===== config.mk =====
export PLATFORM = sky130hd
export DESIGN_NAME = rotate100_realign
export DESIGN_NICKNAME = d
export VERILOG_FILES = /design/src/rtl/rotate100_realign.sv
export SDC_FILE = /design/constraint.sdc
export NUM_CORES = 1
export LEC_CHECK = 0
export CORE_MARGIN = 2
export CORE_UTILIZATION = 39
export CTS_BUF_LIST = sky130_fd_sc_hd__clkbuf_8
export DETAILED_ROUTE_END_ITERATION = 10
export PLACE_DENSITY = 0.81
export REMOVE_ABC_BUFFERS = 1
export SETUP_SLACK_MARGIN = 0.5
export SLEW_MARGIN = 20
export SYNTH_ARGS = -nofsm -noshare
export SYNTH_HDL_FRONTEND = slang
export SYNTH_SLANG_ARGS = --single-unit
export TNS_END_PERCENT = 10

===== constraint.sdc =====
create_clock -name clk -period 2.7 [get_ports clk]
set_input_delay 0.81 -clock clk [delete_from_list [all_inputs] [get_ports clk]]
set_output_delay 0.81 -clock clk [all_outputs]
set_load 0.02 [all_outputs]

===== src/rtl/rotate100_realign.sv =====
// 100-bit rotate register that tracks net rotation offset and can walk back to load alignment.
// Latency: load/rotate visible next cycle; realign takes min(offset,100-offset)+1 edges from align.
// No backpressure: align is sampled only in IDLE, load aborts a realign, ena is ignored while busy.
module rotate100_realign (
  input  logic        clk,
  input  logic        areset_n,
  input  logic        load,
  input  logic [1:0]  ena,
  input  logic [99:0] data,
  input  logic        align,
  output logic [99:0] q,
  output logic [6:0]  offset,
  output logic        busy,
  output logic        done
);

  typedef enum logic {
    IDLE  = 1'b0,
    ALIGN = 1'b1
  } state_t;

  state_t state;

  function automatic logic [99:0] rot_right(input logic [99:0] v);
    return {v[0], v[99:1]};
  endfunction

  function automatic logic [99:0] rot_left(input logic [99:0] v);
    return {v[98:0], v[99]};
  endfunction

  // Offset counts net right steps, so it wraps inside 0..99.
  function automatic logic [6:0] off_inc(input logic [6:0] o);
    return (o == 7'd99) ? 7'd0 : o + 7'd1;
  endfunction

  function automatic logic [6:0] off_dec(input logic [6:0] o);
    return (o == 7'd0) ? 7'd99 : o - 7'd1;
  endfunction

  assign busy = (state == ALIGN);

  // Word, offset, state and the registered done pulse all move together on each edge.
  always_ff @(posedge clk or negedge areset_n) begin
    if (!areset_n) begin
      q      <= '0;
      offset <= '0;
      state  <= IDLE;
      done   <= 1'b0;
    end else begin
      done <= 1'b0;
      case (state)
        IDLE: begin
          if (load) begin
            q      <= data;
            offset <= 7'd0;
          end else if (align) begin
            // Already aligned: acknowledge at once without ever raising busy.
            if (offset != 7'd0) state <= ALIGN;
            else                done  <= 1'b1;
          end else begin
            case (ena)
              2'b01: begin
                q      <= rot_right(q);
                offset <= off_inc(offset);
              end
              2'b10: begin
                q      <= rot_left(q);
                offset <= off_dec(offset);
              end
              default: ;
            endcase
          end
        end
        ALIGN: begin
          if (load) begin
            // Abort: the new word defines a fresh alignment, so no done pulse.
            q      <= data;
            offset <= 7'd0;
            state  <= IDLE;
          end else if (offset <= 7'd50) begin
            // Shorter path is leftward; the 50 tie also goes left.
            q      <= rot_left(q);
            offset <= off_dec(offset);
            if (offset == 7'd1) begin
              state <= IDLE;
              done  <= 1'b1;
            end
          end else begin
            q      <= rot_right(q);
            offset <= off_inc(offset);
            if (offset == 7'd99) begin
              state <= IDLE;
              done  <= 1'b1;
            end
          end
        end
        default: state <= IDLE;
      endcase
    end
  end

endmodule


==> metrics.md <==
| Metric | Value |
|---|---|
| Status | finished, final reports clean |
| Layout Cells excl Fill | 1192 |
| Part of the power in registers | 29.9% |
| Placed Cells | 1168 |
| Post-synthesis sequential element count | 109 |
| Leakage power | 4.13 nW |
| FF-to-FF setup slack | 580 ps |
| Number of global-route vias before repair | 6431 |
| Top_reg_cell synth | dfrtp_1 |
| Clock sink total | 109 |
| Fmax | 435 MHz |
| Mean post-synth cell area | 8.29 um2 |
| Die height | 134 um |
| Critical-path top delay cell | clkdlybuf4s50_1 |
| Sw Pwr | 3.91 mW |
| RSZ-0062 raised after global routing | yes |
| Worst slack at placement | 100 ps |
| Clock Pin Slew Worst Setup and Hold Paths | 100 ps |
| Routability cong. | 0.877 |
| Iteration-0 DRC Markers | 694 |
| First-pass GRT wire length | 34400 um |
| Pwr Density | 924 mW/mm2 |
| Clock power share | 12.0% |
| Worst setup SP type | flop |
| Worst flop-to-flop path startpoint | offset[0] |
| Most frequent cells in the layout | 198 x clkdlybuf4s50_1, 108 x nor2_1, 107 x nand2_1, 105 x dfrtp_1 |
| DR vias | 7003 |
| Kind of end point of the critical path | output pin |
| Combinational fraction of design power | 58.1% |
| Final Slew Violations | 0 |
| # DRC | 0 |
| Slowest stage delay, CP | 670 ps |
| Min cycle time layout | 2300 ps |
| Antenna Cells | 0 |
| Synth warnings | 0 |
| Reg2Reg Depth | 9 |
| Register area share after synthesis | 41.6% |
| Rows | 47 |
| Synth async-reset ratio | 100% |
| Die area | 0.0179 mm2 |
| Count of final setup violators | 0 |
| Crit path from | q[83] |
| DRT Wirelength | 21800 um |
| Count of flip-flops with a built-in enable after synthesis | 0 |
| Initial antenna violation count | 0 |
| R2r endpoint | q[42] |
| Post-Syn Area | 0.00656 mm2 |
| Clock latency on the worst-skew pair | 390 ps |
| Root Driver | clkbuf_8 |
| Tightest Pin Transition | 623 ps |
| Relative slew slack | 58.5% |
| Largest net degree at the start of global routing | 107 |
| Initial Util | 39.7% |
| Core area | 0.0165 mm2 |
| CTS H-tree depth | 3 |
| Final Hold Fails | 0 |
| GRT overflow | 0 |
| Buf/Inv on CP | 1 |
| Int Pwr | 4.83 mW |
| Routed len/inst | 18.3 um |
| Synth unique cells | 46 |
| Switching share of power | 44.8% |
| DP Wirelength | 13700 um |
| Leading cell type in the layout, fill and taps excluded | clkdlybuf4s50_1 |
| Ratio of cells with drive above 1 in the final layout | 7.82% |
| Max_cap viols | 0 |
| Final Net Count | 1078 |
| Clock Tree Buf Depth | 2 |
| Number of I/O pins | 215 |
| CP delay by family, top | buffers and inverters |
| Antenna viol nets, final | 0 |
| Drt pass-1 iters | 5 |
| Hold_buf cts | 0 |
| Critical path endpoint | q[83] |
| Total GRT Usage | 23.3% |
| Final WS setup | 400 ps |
| Final period util | 85.2% |
| CTS buffer count | 9 |
| Critical Path RT | 1890 ps |
| I/O Buffers | 214 |
| Clk_skew | 11.7 ps |
| CP cell instances | clkdlybuf4s50_1 |
| CTS tree | yes |
| Critical path class | flop to output pin |
| Crit path max fanout | 4 |
| Arr. time, crit path | 1490 ps |
| Area grow syn2layout | 44.1% |
| Crit. path cell count | 1 |
| Worst hold-check path type | primary input to async pin |
| Die X | 134 um |
| Mapped Cells | 792 |
| Peak VDD IR | 1.05 mV |
| Via density | 5.88 |
## worst min-delay path by stage
| stage | endpoint | startpoint | depth (start not counted) |
|---|---|---|---|
| after floorplan | busy | areset_n | 0 |
| after global placement | q[74] | q[74] | 2 |
| after detailed placement | q[26] | q[26] | 2 |
| after CTS | q[97] | areset_n | 1 |
| after global routing | q[54] | areset_n | 1 |
| final | q[54] | areset_n | 1 |
## timing repair
item,in CTS,in global routing
resized for setup,15,21
cloned,0,4
endpoints found under the setup margin,126,191
pin swaps,0,8
setup buffers,1,3
endpoints found under the hold margin,0,0
## per-stage QoR
stage          setup TNS (ps)  total power [mW]  instance area [um2]  hold WS, ps  util (%)
5_1_grt                     0              9.32                 9460          458      57.2
3_3_place_gp                0              7.30                 9030          601      54.7
4_1_cts                     0              8.44                 9230          437      55.9
3_5_place_dp                0              7.40                 9030          606      54.7
6_report                    0              8.74                 9460          429      57.2
2_1_floorplan         -247080              5.30                 6230          514         -
## per-layer routing
metal | vias up | part of all wire [%] | global-route usage, %
met4 | 0 | 1.4 | 6.44
met2 | 317 | 46 | 34.8
met1 | 3423 | 45 | 34.7
met3 | 24 | 7.6 | 4.22
li1 | 3239 | - | -
met5 | - | 0 | 0
## state kept, by name, indices dropped and copies added, names as in the netlist
name	cells
q	100
offset	7
busy	1
done	1
## final cells by class
cell class	instances	area, um2
Fill cell	1453	7070
Multi-Input combinational cell	592	3570
Sequential cell	109	2730
Timing Repair Buffer	249	2650
Tap cell	220	275
Clock buffer	10	138
Clock inverter	6	62.6
Inverter	6	22.5
## cell families after synthesis
kind of cell,count (synthesis),synth area share (%)
flip-flops,109,41.6
AO/OA/AOI/OAI,239,27.1
XOR/XNOR,2,0.267
buffers and inverters,91,5.38
adder cells (fa/ha/maj),5,0.953
multiplexers,1,0.172
AND/OR/NAND/NOR,345,24.6
## cell usage after synthesis, drive strengths merged, types with 2 or more instances
master	n	area, um2
dfrtp	109	2730
nand2	108	405
nor2	108	405
o31ai	104	795
and3	102	638
a211oi	100	751
clkbuf	75	283
a21oi	10	50.1
buf	10	47.6
o21ai	8	40.0
inv	6	22.5
nand3	6	30.0
nor3	6	30.0
ha	5	62.6
a311oi	4	35.0
nand2b	3	18.8
a31oi	2	12.5
nor2b	2	12.5
or4	2	18.8
## power by group through the flow
stage	clock, mW	sequential (mW)	combinational [mW]
6_report	1.05	2.61	5.08
3_3_place_gp	0	2.63	4.67
4_1_cts	1.07	2.60	4.77
2_1_floorplan	0	3.05	2.24
5_1_grt	1.14	2.69	5.49
3_5_place_dp	0	2.64	4.75
(Power assumes the default switching activity.)
